--- src/rtl/clkmeas_pkg.sv ---
// clkmeas_pkg: shared types and constants for the clkmeas block.
//   state_e    - measurement FSM states (IDLE waits for a reference edge,
//                MEAS times rise-to-rise intervals)
//   LOCK_CNT   - consecutive in-tolerance measurements needed for lock
//   cnt_width  - counter width able to hold the saturation value max_v
package clkmeas_pkg;

  typedef enum logic {
    IDLE = 1'b0,
    MEAS = 1'b1
  } state_e;

  localparam int LOCK_CNT = 4;

  function automatic int cnt_width(input longint max_v);
    return $clog2(max_v + 1);
  endfunction

endpackage

--- src/rtl/clkmeas_if.sv ---
// clkmeas_if: measurement bus between the signal source / consumer and clkmeas.
//   sig     - asynchronous signal being measured (source -> clkmeas)
//   period  - clk cycles between the last two rising edges
//   high    - clk cycles sig was high during that period
//   valid   - one-cycle strobe, period/high just updated
//   timeout - level, no rising edge seen for MAX cycles
//   lock    - period stable near the expected value
// modport master: the source/consumer side; modport slave: the clkmeas side.
interface clkmeas_if #(
  parameter int W = 26
);
  logic         sig;
  logic [W-1:0] period;
  logic [W-1:0] high;
  logic         valid;
  logic         timeout;
  logic         lock;

  modport master (output sig, input period, high, valid, timeout, lock);
  modport slave  (input sig, output period, high, valid, timeout, lock);
endinterface

--- src/rtl/clkmeas_sync_edge.sv ---
// sync_edge: brings an asynchronous level into the clk domain and reports its
// edges. Two synchronizer flops followed by one delay flop; edges are derived
// from the synchronized level and its delayed copy.
//   clk     - sampling clock
//   rst_n   - asynchronous active-low reset, clears all flops
//   i_async - asynchronous input level
//   o_rise  - one-cycle pulse on a synchronized 0->1 transition
//   o_fall  - one-cycle pulse on a synchronized 1->0 transition
module sync_edge (
  input  logic clk,
  input  logic rst_n,
  input  logic i_async,
  output logic o_rise,
  output logic o_fall
);

  logic r_meta;
  logic r_sync;
  logic r_dly;

  always_ff @(posedge clk or negedge rst_n) begin
    if (!rst_n) begin
      r_meta <= 1'b0;
      r_sync <= 1'b0;
      r_dly  <= 1'b0;
    end else begin
      // NOTE: non-blocking assignments make this a true three-stage shift;
      // blocking ones would collapse the chain into a single flop.
      r_meta <= i_async;
      r_sync <= r_meta;
      r_dly  <= r_sync;
    end
  end

  assign o_rise = r_sync & ~r_dly;
  assign o_fall = ~r_sync & r_dly;

endmodule

--- src/rtl/clkmeas.sv ---
// clkmeas: measures the period and high time of a slow asynchronous signal in
// clk cycles and flags a stalled input.
//   clk   - system clock
//   rst_n - asynchronous active-low reset
//   bus   - clkmeas_if.slave: sig in; period, high, valid, timeout, lock out
// Parameters: MAX (timeout / counter saturation), T and TOL (expected period
// and allowed deviation, lock detector only).
// Build option: define CLKMEAS_LOCK_EN to build the lock detector; otherwise
// lock is tied low and no comparator or counter exists.
module clkmeas
  import clkmeas_pkg::*;
#(
  parameter int MAX = 50000000,
  parameter int T   = 50000000,
  parameter int TOL = 0
) (
  input  logic     clk,
  input  logic     rst_n,
  clkmeas_if.slave bus
);

  localparam int           W     = cnt_width(MAX);
  localparam logic [W-1:0] MAX_W = W'(MAX);
  localparam logic [W-1:0] ONE_W = W'(1);

  // A lock window reaching past MAX could never be observed.
  if (T + TOL > MAX) begin : g_bad_param
    $error("clkmeas: T + TOL exceeds MAX");
  end

  logic         w_rise;
  logic         w_fall;
  logic         w_meas;     // rise in MEAS: publish a measurement
  logic         w_to;       // MAX cycles without a rise in MEAS
  state_e       r_state;
  state_e       w_state_nxt;
  logic [W-1:0] r_cnt;      // cycles since the last rise, saturating
  logic [W-1:0] r_hold;     // high time captured at the last fall
  logic [W-1:0] r_period;
  logic [W-1:0] r_high;
  logic         r_valid;
  logic         r_timeout;

  sync_edge u_sync_edge (
    .clk     (clk),
    .rst_n   (rst_n),
    .i_async (bus.sig),
    .o_rise  (w_rise),
    .o_fall  (w_fall)
  );

  always_ff @(posedge clk or negedge rst_n) begin
    if (!rst_n) r_state <= IDLE;
    else        r_state <= w_state_nxt;
  end

  always_comb begin
    // NOTE: every signal assigned here gets its default first, so no path
    // through the case can leave one unassigned and infer a latch.
    w_state_nxt = r_state;
    w_meas      = 1'b0;
    w_to        = 1'b0;
    case (r_state)
      IDLE: if (w_rise) w_state_nxt = MEAS;
      MEAS: begin
        // A rise landing on the saturation cycle is still a measurement.
        if (w_rise) begin
          w_meas = 1'b1;
        end else if (r_cnt == MAX_W) begin
          w_to        = 1'b1;
          w_state_nxt = IDLE;
        end
      end
      default: w_state_nxt = IDLE;
    endcase
  end

  // The counter restarts at 1 on a rise, so at the next rise it holds the
  // full rise-to-rise distance and at a fall it holds the high time.
  always_ff @(posedge clk or negedge rst_n) begin
    if (!rst_n) begin
      r_cnt  <= '0;
      r_hold <= '0;
    end else begin
      if (w_rise)              r_cnt <= ONE_W;
      else if (r_cnt != MAX_W) r_cnt <= r_cnt + ONE_W;
      if (w_fall) r_hold <= r_cnt;
    end
  end

  always_ff @(posedge clk or negedge rst_n) begin
    if (!rst_n) begin
      r_period  <= '0;
      r_high    <= '0;
      r_valid   <= 1'b0;
      r_timeout <= 1'b0;
    end else begin
      r_valid <= w_meas;
      if (w_meas) begin
        r_period <= r_cnt;
        r_high   <= r_hold;
      end
      // Sticky until the next rise; period/high keep their last values.
      if (w_rise)    r_timeout <= 1'b0;
      else if (w_to) r_timeout <= 1'b1;
    end
  end

  assign bus.period  = r_period;
  assign bus.high    = r_high;
  assign bus.valid   = r_valid;
  assign bus.timeout = r_timeout;

`ifdef CLKMEAS_LOCK_EN
  localparam logic [31:0] LOCK_LO = (T > TOL) ? 32'(T - TOL) : 32'd0;
  localparam logic [31:0] LOCK_HI = 32'(T + TOL);

  logic [2:0]  r_lock_cnt;  // consecutive in-tolerance measurements
  logic        r_lock;
  logic [31:0] w_cnt32;
  logic        w_in_tol;

  // r_cnt is the period being published this cycle, so lock tracks valid
  // without an extra cycle of latency.
  assign w_cnt32  = 32'(r_cnt);
  assign w_in_tol = (w_cnt32 >= LOCK_LO) && (w_cnt32 <= LOCK_HI);

  always_ff @(posedge clk or negedge rst_n) begin
    if (!rst_n) begin
      r_lock_cnt <= '0;
      r_lock     <= 1'b0;
    end else if (w_meas) begin
      if (w_in_tol) begin
        if (r_lock_cnt < 3'(LOCK_CNT)) r_lock_cnt <= r_lock_cnt + 3'd1;
        r_lock <= (r_lock_cnt >= 3'(LOCK_CNT - 1));
      end else begin
        r_lock_cnt <= '0;
        r_lock     <= 1'b0;
      end
    end else if (w_to) begin
      r_lock_cnt <= '0;
      r_lock     <= 1'b0;
    end
  end

  assign bus.lock = r_lock;
`else
  assign bus.lock = 1'b0;
`endif

endmodule
--- src/flat_wrapper.sv ---
// flat-port wrapper written by rule: the top's interface ports become plain ports
module clkmeas_flat import clkmeas_pkg::*;
#(
  parameter int MAX = 50000000,
  parameter int T   = 50000000,
  parameter int TOL = 0
)
  (clk, rst_n, bus_sig, bus_period, bus_high, bus_valid, bus_timeout, bus_lock);
  clkmeas_if bus_i ();
  input  logic clk;
  input  logic rst_n;
  input wire logic [$bits(bus_i.sig)-1:0] bus_sig;
  output wire logic [$bits(bus_i.period)-1:0] bus_period;
  output wire logic [$bits(bus_i.high)-1:0] bus_high;
  output wire logic [$bits(bus_i.valid)-1:0] bus_valid;
  output wire logic [$bits(bus_i.timeout)-1:0] bus_timeout;
  output wire logic [$bits(bus_i.lock)-1:0] bus_lock;
  assign bus_i.sig = bus_sig;
  assign bus_period = bus_i.period;
  assign bus_high = bus_i.high;
  assign bus_valid = bus_i.valid;
  assign bus_timeout = bus_i.timeout;
  assign bus_lock = bus_i.lock;
  clkmeas #(.MAX(MAX), .T(T), .TOL(TOL)) u_core (.clk(clk), .rst_n(rst_n), .bus(bus_i));
endmodule
--- config.mk ---
export PLATFORM = sky130hd
export DESIGN_NAME = clkmeas_flat
export DESIGN_NICKNAME = d
export VERILOG_FILES = /design/src/rtl/clkmeas_pkg.sv /design/src/rtl/clkmeas_if.sv /design/src/rtl/clkmeas_sync_edge.sv /design/src/rtl/clkmeas.sv /design/src/flat_wrapper.sv
export SDC_FILE = /design/constraint.sdc
export NUM_CORES = 1
export LEC_CHECK = 0
export BUFFER_PORTS_ARGS = -buffer_cell sky130_fd_sc_hd__buf_2
export CAP_MARGIN = 20
export CELL_PAD_IN_SITES_DETAIL_PLACEMENT = 1
export CELL_PAD_IN_SITES_GLOBAL_PLACEMENT = 1
export CORE_MARGIN = 3
export CORE_UTILIZATION = 46
export DETAILED_ROUTE_END_ITERATION = 7
export GPL_TIMING_DRIVEN = 0
export PLACE_DENSITY_LB_ADDON = 0.1
export SLEW_MARGIN = 20
export SYNTH_ARGS = -nofsm -noshare
export SYNTH_HDL_FRONTEND = slang
export SYNTH_SLANG_ARGS = --single-unit
--- constraint.sdc ---
create_clock -name clk -period 2.55 [get_ports clk]
set_input_delay 0.255 -clock clk [delete_from_list [all_inputs] [get_ports clk]]
set_output_delay 0.255 -clock clk [all_outputs]
set_load 0.03 [all_outputs]
==> key figures, run 1 <==
STA
  – RSZ-0062 raised after global routing: false
  – FMAX: 437.3 MHz
  – Final setup fails: 0
  – Clk_skew: 0.01598 ns
  – Final Cycle Share: 89.68%
  – Final max-slew violation count: 0
  – Slew margin rel.: 49.20%
  – TNS Setup: 0 ns
  – Setup ws final: 0.2632 ns
  – Fin crit period: 2.287 ns
  – Worst-margin pin slew: 0.7619 ns
  – Final hold viol count: 0

Critical path
  – CP max stage cell: or4_1
  – Max stage delay on crit path: 0.55 ns
  – Most used cell, CP: or4_1
  – Reg-to-reg slack, setup: 0.26 ns
  – CP Capture Type: flop
  – WS Path Type: reg2reg
  – Crit path cell chain: ha_1 -> inv_1 -> or4_1 -> buf_2 -> or4_1 -> a21oi_1
  – Crit path buf inv count: 2
  – Crit path max fanout: 9
  – Crit path DAT: 2.57 ns
  – Worst EP required: 2.83 ns
  – Crit-path leading delay family: simple AND/OR/NAND/NOR gates
  – CP startpoint kind: flop

Route
  – Vias per std cell: 5.459
  – WL final: 10210 um
  – Avg WL per Cell: 18.22 um
  – Antenna viol nets, final: 0
  – Vias after detailed routing: 3057
  – DRC: 0
  – Initial DRC count: 97
  – DR pass1 iterations: 4

Global route
  – Largest net degree at the start of global routing: 59
  – Met2 usage: 32.36%
  – GRT overflow: 0
  – Initial antenna violation count: 0
  – Global Route Usage Sum: 19.49%
  – Met1 Use GR: 26.51%
  – First-pass GRT wire length: 17010 um
  – GR Util met3: 2.903%
  – Global-route layer with the greatest usage: met2
  – Vias in the first global route: 3243

Final layout
  – Share of layout cells above drive strength 1: 34.11%
  – Net count, final: 432
  – Area Overhead vs Synth: 14.81%
  – Post-route insts no fill: 560
  – Most frequent cells in the layout: dfrtp_1 (110), mux2_2 (64), buf_2 (60), nand2_1 (26), o21ai_0 (17)
  – Diode count: 0
  – Number of fill cells: 1011
  – Most common cell after layout, fill and taps aside: dfrtp_1
  – Post-layout util: 55.12%

Clock network
  – Clock Pin Slew Worst Setup and Hold Paths: 0.10 ns
  – Sink Count: 110
  – Num CTS Buffers: 9
  – CTS tree: built
  – CTS root buffer: clkbuf_8
  – Clk_lat worst skew: 0.37 ns
  – Clock Path Buffers: 2
  – Post CTS Setup Buffer Count: 0
  – CTS H-tree lvls: 3

Yosys
  – Sequential fraction of the synthesis area: 60.89%
  – Simple-Gate Fraction of Synth Area: 11.60%
  – Synth Area in Compound Gates: 5.369%
  – Syn Nets: 362
  – Post-synthesis xor/xnor area fraction: 2.131%
  – Synth Area in Adders: 0.5536%
  – Syn Inst Count: 357
  – Synth Cell Area: 4521 sq um
  – Count of state elements after synthesis: 110
  – Largest family of logic cells by synthesized area: multiplexers
  – Synthesized area per cell: 12.66 sq um
  – Synth warnings: 0
  – Mux contribution to synthesized area: 16.39%
  – Yosys cell types: 39

Place
  – Placed cell count: 543
  – GPL Wtd Cong: 0.8173
  – Port Buffers: 56
  – Placement Setup Slack: 0.3046 ns
  – Placed wire-length estimate: 7148 um

Floorplanning
  – Core Area: 9415 sq um
  – Std-Cell Rows: 35
  – Die Ht: 105.1 um
  – Starting density of the core: 48.01%
  – Die Span X: 105.1 um
  – Die area: 11050 sq um
  – # IOs: 58

Outcome
  – Status: completed

Power
  – Power consumption: 3373 uW
  – Logic pwr share: 14.9%
  – Sequential fraction of design power: 56.5%
  – Sw frac: 28.98%
  – NetSw: 977.5 uW
  – Power share of the clock group: 28.6%
  – P_int: 2396 uW
  – Worst VDD drop: 433.6 uV
  – Cell Pwr Density: 649.9 nW/um^2
  – LEAKAGE: 0.002621 uW

Run
  – # Max-Cap Violations: 0

Worst hold path
  – Worst hold-check path type: reg2reg
[logic make-up after synthesis]
| family | Yosys count |
|---|---|
| DFF | 110 |
| and+or+nand+nor | 93 |
| muxes | 66 |
| AOI/OAI and AO/OA | 41 |
| buffers and inverters | 33 |
| xor gates and xnor gates | 11 |
| adders and majority gates | 2 |
| other | 1 |
[per-layer routing]
layer / vias to the layer above / share of wire, % / routed length, um
met5: - / 0 / 0
met4: 0 / 1.4 / 144
met3: 12 / 3.9 / 396
met2: 61 / 50 / 5080
met1: 1587 / 45 / 4583
li1: 1397 / - / -
[final timing paths]
| check | from | end | cells past startpoint |
|---|---|---|---|
| hold / removal | u_core.u_sync_edge.r_meta | u_core.u_sync_edge.r_sync | 0 |
| hold reg to reg | u_core.u_sync_edge.r_meta | u_core.u_sync_edge.r_sync | 0 |
| min in group asynchronous | rst_n | u_core.bus.valid | 2 |
| setup / recovery | u_core.r_cnt[1] | u_core.r_cnt[24] | 6 |
| setup reg to reg | u_core.r_cnt[1] | u_core.r_cnt[24] | 6 |
| max in group asynchronous | rst_n | u_core.r_cnt[10] | 3 |
[sequential cells by signal (all words and copies together), names as in the netlist]
signal,count
u_core.u_sync_edge.r_dly,1
u_core.u_sync_edge.r_sync,1
u_core.bus.timeout,1
u_core.u_sync_edge.r_meta,1
u_core.bus.valid,1
u_core.bus.high,26
u_core.bus.period,26
u_core.r_state,1
u_core.r_hold,26
u_core.r_cnt,26
[Yosys cell counts]
cell,instances,area (sq um)
dfrtp_1,110,2753
mux2_2,64,720.7
nand2_1,26,97.59
o21ai_0,17,85.08
nor2_1,15,56.30
clkbuf_1,11,41.29
a21oi_1,10,50.05
nand4_1,10,62.56
inv_1,9,33.78
or4_1,8,60.06
nand3_1,7,35.03
buf_1,6,22.52
nor4_1,6,37.54
xnor2_1,6,52.55
buf_2,5,25.02
o31ai_1,5,37.54
xor2_1,5,43.79
nand2b_1,4,25.02
a21o_1,3,22.52
and3_1,3,18.77
or3_1,3,18.77
a31oi_1,2,12.51
and4_1,2,17.52
ha_1,2,25.02
mux2i_1,2,20.02
nor3_1,2,10.01
or4b_2,2,20.02
a211o_1,1,8.760
a211oi_1,1,7.510
a21bo_2,1,10.01
and2_1,1,6.260
buf_4,1,7.510
clkbuf_2,1,5.000
conb_1,1,3.750
nand4_4,1,21.27
nor2b_1,1,6.260
nor4_4,1,21.27
nor4bb_1,1,10.01
o311ai_0,1,8.760
[what timing repair did]
item	4_1_cts	5_1_grt
endpoints found under the hold margin	58	0
hold buffers	2	0
gates resized for setup	0	0
[cell type report]
class	instances	area (sq um)	share of cell area [%]
timing repair buffer	59	334.1	6.437
buffer	24	101.3	1.953
inverter	9	33.78	0.6509
multi-input combinational	214	1633	31.46
sequential	110	2753	53.04
tap	129	161.4	3.110
clock buffer	11	141.4	2.724
clock inverter	4	32.53	0.6268
[power groups by stage]
stage          combinational (uW)  clock [uW]  sequential, uW
3_3_place_gp                  481           0            1930
3_5_place_dp                  505           0            1940
2_1_floorplan                 222           0            2040
4_1_cts                       510         991            1910
5_1_grt                       550        1060            1920
6_report                      503         965            1910
[per-stage QoR]
| step | hold slack [ns] | cell area [sq um] |
|---|---|---|
| global route | 0.3684 | 5190 |
| CTS | 0.3605 | 5190 |
| floorplan | -0.04059 | 4521 |
| detailed placement | 0.2563 | 4996 |
| finish | 0.3630 | 5190 |
| global placement | 0.3348 | 4962 |
Power figures use the tool's default switching activity.
==> run 2: changes to the inputs <==
--- a/config.mk
+++ b/config.mk
@@ -10,11 +10,13 @@
 export CELL_PAD_IN_SITES_DETAIL_PLACEMENT = 1
 export CELL_PAD_IN_SITES_GLOBAL_PLACEMENT = 1
 export CORE_MARGIN = 3
-export CORE_UTILIZATION = 46
+export CORE_UTILIZATION = 47
 export DETAILED_ROUTE_END_ITERATION = 7
 export GPL_TIMING_DRIVEN = 0
+export MAX_ROUTING_LAYER = met4
 export PLACE_DENSITY_LB_ADDON = 0.1
 export SLEW_MARGIN = 20
 export SYNTH_ARGS = -nofsm -noshare
 export SYNTH_HDL_FRONTEND = slang
+export SYNTH_HIERARCHICAL = 1
 export SYNTH_SLANG_ARGS = --single-unit
==> key figures, run 2 <==
STA
  – Final Cycle Share: 93.34%
  – Clk_skew: 0.008017 ns
  – Setup ws final: 0.1697 ns
  – Final hold slack: 0.3458 ns
  – Final hold viol count: 0
  – FMAX: 420.1 MHz
  – RSZ-0062 raised after global routing: false
  – Worst-margin pin slew: 0.7162 ns
  – Fin crit period: 2.380 ns
  – Slew margin rel.: 52.25%
  – Final setup fails: 0
  – Final max-slew violation count: 0

Power
  – Sequential fraction of design power: 54.0%
  – P_int: 2580 uW
  – NetSw: 957.6 uW
  – LEAKAGE: 0.002628 uW
  – Logic pwr share: 14.3%
  – Sw frac: 27.06%
  – Power share of the clock group: 31.6%
  – Worst VDD drop: 347.9 uV
  – Cell Pwr Density: 673.6 nW/um^2

Floorplanning
  – Die Span X: 104.3 um
  – # IOs: 58
  – Starting density of the core: 48.69%
  – Core Area: 9328 sq um
  – Die area: 10880 sq um
  – Std-Cell Rows: 35
  – Die Ht: 104.3 um

Yosys
  – Synth Area in Adders: 0.5510%
  – Syn Inst Count: 343
  – Sequential fraction of the synthesis area: 60.61%
  – Top-count cell post-synth: dfrtp_1
  – Largest family of logic cells by synthesized area: multiplexers
  – Number of synthesized flops with an enable pin: 0
  – Synth area leaders: dfrtp_1 (61%), mux2_2 (19%), or4_1 (2.0%)
  – Synth Area in Compound Gates: 4.656%
  – Synth warnings: 6
  – Simple-Gate Fraction of Synth Area: 10.63%
  – Synth area leader: dfrtp_1
  – Syn Nets: 348
  – Top FF cell, synth: dfrtp_1
  – Synth top cells by count: dfrtp_1 (110), mux2_2 (76), a21oi_1 (15), nand2_1 (15), clkbuf_1 (13)
  – Synth Cell Area: 4542 sq um
  – Mux contribution to synthesized area: 18.84%
  – Async S/R FF share, synth: 100.0%
  – Post-synthesis xor/xnor area fraction: 1.928%
  – Yosys cell types: 39
  – Top-area cell type share of the netlist area: 60.61%
  – Synthesized area per cell: 13.24 sq um
  – Count of state elements after synthesis: 110

Global route
  – Largest net degree at the start of global routing: 78
  – Vias in the first global route: 3300
  – Initial antenna violation count: 0
  – Global Route Usage Sum: 19.80%
  – First-pass GRT wire length: 16950 um
  – GRT overflow: 0

Critical path
  – Crit path max fanout: 6
  – CP Capture Type: flop
  – Max stage delay on crit path: 0.62 ns
  – Critical Path Sink: u_core/r_cnt[18]
  – Crit path cell chain: ha_1 -> inv_1 -> nor4_1 -> or4b_1 -> a21oi_1
  – RR Startpoint: u_core/r_cnt[1]
  – Launch point of the worst path: u_core/r_cnt[1]
  – Worst Reg-to-Reg Cells: 5
  – WS Path Type: reg2reg
  – CP max stage cell: nor4_1
  – Reg-to-reg slack, setup: 0.17 ns
  – Worst EP required: 2.83 ns
  – Crit path DAT: 2.66 ns
  – CP startpoint kind: flop
  – RR Endpoint: u_core/r_cnt[18]

Route
  – Vias after detailed routing: 3000
  – DR pass1 iterations: 4
  – Antenna viol nets, final: 0
  – Avg WL per Cell: 17.70 um
  – Initial DRC count: 106
  – Vias per std cell: 5.484
  – WL final: 9681 um
  – DRC: 0

Final layout
  – Share of layout cells above drive strength 1: 38.28%
  – Diode count: 0
  – Post-layout util: 56.31%
  – Net count, final: 418
  – Most frequent cells in the layout: dfrtp_1 (110), mux2_2 (76), buf_2 (60)
  – Most common cell after layout, fill and taps aside: dfrtp_1
  – Area Overhead vs Synth: 15.65%
  – Number of fill cells: 978

Clock network
  – Num CTS Buffers: 9
  – Clock Pin Slew Worst Setup and Hold Paths: 0.10 ns
  – Clock Path Buffers: 2
  – CTS root buffer: clkbuf_8
  – CTS H-tree lvls: 3
  – Post CTS Setup Buffer Count: 0
  – CTS tree: built
  – Clk_lat worst skew: 0.36 ns
  – Sink Count: 110

Outcome
  – Status: completed

Place
  – Port Buffers: 56
  – Placement Setup Slack: 0.1923 ns
  – GPL Wtd Cong: 0.8051
  – Placed wire-length estimate: 6830 um

Worst hold path
  – Worst hold-check path type: in2async

Run
  – # Max-Cap Violations: 0
## run 2: cell type report
type | count | area (sq um) | share of cell area, %
multi-input combinational | 205 | 1667 | 31.73
clock inverter | 5 | 83.83 | 1.596
buffer | 22 | 100.1 | 1.906
tap | 129 | 161.4 | 3.073
sequential | 110 | 2753 | 52.41
timing repair buffer | 59 | 334.1 | 6.360
inverter | 6 | 22.52 | 0.4288
clock buffer | 11 | 131.4 | 2.501
## run 2: per-stage QoR
step | power (uW) | TNS (ns) | std cells | instance area (sq um)
after global placement | 2431 | -0.5903 | 528 | 4984
after floorplan | 2273 | 0 | 343 | 4542
final | 3538 | 0 | 547 | 5253
after CTS | 3595 | 0 | 547 | 5253
after global routing | 3730 | 0 | 547 | 5253
after detailed placement | 2460 | 0 | 529 | 5017
## run 2: power groups by stage
stage	sequential (uW)	clock [uW]	combinational, uW
6_report	1910	1120	507
5_1_grt	1930	1240	558
4_1_cts	1910	1170	515
3_5_place_dp	1950	0	511
3_3_place_gp	1940	0	489
2_1_floorplan	2050	0	227
## run 2: kinds of logic after synthesis
| logic type | after synthesis |
|---|---|
| flip-flops | 110 |
| AND/OR/NAND/NOR | 81 |
| multiplexers | 76 |
| AO/OA/AOI/OAI | 35 |
| buffers and inverters | 28 |
| XOR/XNOR | 10 |
| adder cells (fa/ha/maj) | 2 |
| other | 1 |
## run 2: worst min-delay path by stage
stage               cells past startpoint  slack, ns                         to                       from
CTS                                     2       0.34          u_core/r_hold[21]                      rst_n
global route                            2       0.35        u_core/bus.high[21]                      rst_n
detailed placement                      1       0.17          u_core/r_hold[21]                      rst_n
floorplan                               0      -0.04         u_core/bus.high[0]                      rst_n
global placement                        0       0.34  u_core/u_sync_edge/r_sync  u_core/u_sync_edge/r_meta
finish                                  2       0.35        u_core/bus.high[21]                      rst_n
## run 2: critical path, delay by kind of cell (launching register included)
family | cells | cell delay (ns)
and+or+nand+nor | 2 | 1.12
DFF | 1 | 0.47
adders and majority gates | 1 | 0.39
buffers and inverters | 1 | 0.16
AOI/OAI and AO/OA | 1 | 0.16
## run 2: repair_timing
item / CTS / global route
hold buffers: 2 / 0
endpoints found under the hold margin: 34 / 0
endpoints found under the setup margin: 0 / 0
gates resized for setup: 0 / 0
## run 2: layer usage
| layer | vias up | part of all wire, % | GRT usage (%) |
|---|---|---|---|
| met3 | 7 | 3.0 | 3.166 |
| met5 | - | 0 | - |
| li1 | 1375 | - | - |
| met1 | 1566 | 46 | 25.58 |
| met2 | 52 | 50 | 32.15 |
| met4 | 0 | 0.83 | 6.458 |
==> run 3: changes to the inputs <==
--- a/config.mk
+++ b/config.mk
@@ -11,10 +11,12 @@
 export CELL_PAD_IN_SITES_GLOBAL_PLACEMENT = 1
 export CORE_MARGIN = 3
 export CORE_UTILIZATION = 47
+export CTS_CLUSTER_SIZE = 12
 export DETAILED_ROUTE_END_ITERATION = 7
 export GPL_TIMING_DRIVEN = 0
 export MAX_ROUTING_LAYER = met4
 export PLACE_DENSITY_LB_ADDON = 0.1
+export SETUP_SLACK_MARGIN = 0.4
 export SLEW_MARGIN = 20
 export SYNTH_ARGS = -nofsm -noshare
 export SYNTH_HDL_FRONTEND = slang
==> key figures, run 3 (synthesized netlist as in run 2, its figures left out) <==
STA
  – Final hold viol count: 0
  – FMAX: 483.0 MHz
  – Final hold slack: 0.3432 ns
  – Fin crit period: 2.070 ns
  – Worst-margin pin slew: 0.7365 ns
  – Final setup fails: 0
  – Final max-slew violation count: 0
  – Clk_skew: 0.008440 ns
  – RSZ-0062 raised after global routing: true
  – Slew margin rel.: 50.90%
  – Final Cycle Share: 81.19%

Route
  – Antenna viol nets, final: 0
  – Avg WL per Cell: 17.78 um
  – WL final: 9724 um
  – DR pass1 iterations: 4
  – Vias per std cell: 5.541
  – Initial DRC count: 132
  – Vias after detailed routing: 3031
  – DRC: 0

Critical path
  – Worst Reg-to-Reg Cells: 5
  – Launch point of the worst path: u_core/r_cnt[1]
  – Crit path buf inv count: 1
  – Max stage delay on crit path: 0.48 ns
  – RR Endpoint: u_core/r_cnt[18]
  – CP Capture Type: flop
  – Crit-path leading delay family: simple AND/OR/NAND/NOR gates
  – Crit path cell chain: ha_2 -> inv_1 -> nor4_4 -> or4b_1 -> a21oi_1
  – CP startpoint kind: flop
  – WS Path Type: reg2reg
  – CP max stage cell: or4b_1
  – Reg-to-reg slack, setup: 0.48 ns
  – Worst EP required: 2.83 ns
  – RR Startpoint: u_core/r_cnt[1]
  – Crit path DAT: 2.35 ns
  – Crit path max fanout: 6

Final layout
  – Post-route insts no fill: 547
  – Finished Cell Area: 5294 sq um
  – Most common cell after layout, fill and taps aside: dfrtp_1
  – Number of fill cells: 969
  – Most frequent cells in the layout: dfrtp_1 (110), mux2_2 (76), buf_2 (60), nand2_1 (15), a21oi_1 (15)
  – Share of layout cells above drive strength 1: 41.15%
  – Diode count: 0
  – Post-layout util: 56.75%
  – Net count, final: 418
  – Area Overhead vs Synth: 16.56%

Power
  – LEAKAGE: 0.002663 uW
  – Cell Pwr Density: 669.7 nW/um^2
  – Worst VDD drop: 348.0 uV

Worst hold path
  – Worst hold-check path type: in2async

Clock network
  – CTS tree: built
  – CTS root buffer: clkbuf_8
  – Post CTS Setup Buffer Count: 0
  – Sink Count: 110
  – Clk_lat worst skew: 0.36 ns
  – CTS H-tree lvls: 3
  – Clock Path Buffers: 2
  – Num CTS Buffers: 9
  – Clock Pin Slew Worst Setup and Hold Paths: 0.10 ns

Global route
  – Initial antenna violation count: 0
  – First-pass GRT wire length: 17080 um
  – Met2 usage: 32.52%
  – Global-route layer with the greatest usage: met2
  – Met1 Use GR: 25.79%
  – GR Util met3: 3.166%
  – Vias in the first global route: 3313
  – Largest net degree at the start of global routing: 78
  – GRT overflow: 0
  – Global Route Usage Sum: 19.98%

Floorplanning
  – # IOs: 58
  – Starting density of the core: 48.69%
  – Die Span X: 104.3 um
  – Die area: 10880 sq um
  – Die Ht: 104.3 um
  – Std-Cell Rows: 35
  – Core Area: 9328 sq um

Place
  – Placed Area: 5017 sq um
  – Port Buffers: 56
  – GPL Wtd Cong: 0.8051
  – Placed cell count: 529
  – Placed wire-length estimate: 6830 um

Run
  – # Max-Cap Violations: 0

Outcome
  – Status: completed
[run 3: worst max path at each step]
| stage | endpoint | slack (ns) | depth (start not counted) |
|---|---|---|---|
| 6_report | u_core/r_cnt[18] | 0.48 | 5 |
| 4_1_cts | u_core/r_cnt[18] | 0.32 | 5 |
| 2_1_floorplan | u_core/r_cnt[0] | 0.66 | 5 |
| 3_3_place_gp | u_core/bus.high[8] | -0.01 | 1 |
| 3_5_place_dp | u_core/r_cnt[18] | 0.19 | 5 |
| 5_1_grt | u_core/r_cnt[18] | 0.35 | 5 |
[run 3: worst register-to-register path: stages, from the launching register on]
cell,delay (ns)
dfrtp_1,0.47
ha_2,0.33
inv_1,0.15
nor4_4,0.41
or4b_1,0.48
a21oi_1,0.16
[run 3: area by class of cell]
type | instances | area, sq um | share of cell area (%)
Inverter | 6 | 22.52 | 0.4254
Multi-Input combinational cell | 205 | 1695 | 32.03
Tap cell | 129 | 161.4 | 3.049
Buffer | 22 | 112.6 | 2.127
Clock buffer | 11 | 131.4 | 2.482
Sequential cell | 110 | 2753 | 52.00
Timing Repair Buffer | 59 | 334.1 | 6.311
Clock inverter | 5 | 83.83 | 1.584
[run 3: what timing repair did]
item,CTS,global route
pin swaps,0,0
resized for setup,5,12
endpoints found under the hold margin,34,0
endpoints found under the setup margin,32,33
hold buffers,2,0
[run 3: layer usage]
layer	wire length, um	part of all wire, %	vias up
met5	0	0	-
met4	93	0.96	0
met3	260	2.7	10
met2	4857	50	51
met1	4512	46	1596
li1	-	-	1374
[run 3: where the power goes]
group	internal, uW	leakage (uW)	switching, uW	total, uW
logic	178	0.00106	336	513
registers	1850	0.00150	60.7	1910
clock network	556	0.0000998	565	1120
[run 3: metrics by stage]
step | total power (uW) | TNS (ns) | setup WS [ns]
final | 3545 | 0 | 0.4797
after global placement | 2431 | -0.5903 | -0.01257
after global routing | 3738 | 0 | 0.3527
after detailed placement | 2460 | 0 | 0.1923
after floorplan | 2273 | 0 | 0.6614
after CTS | 3596 | 0 | 0.3245
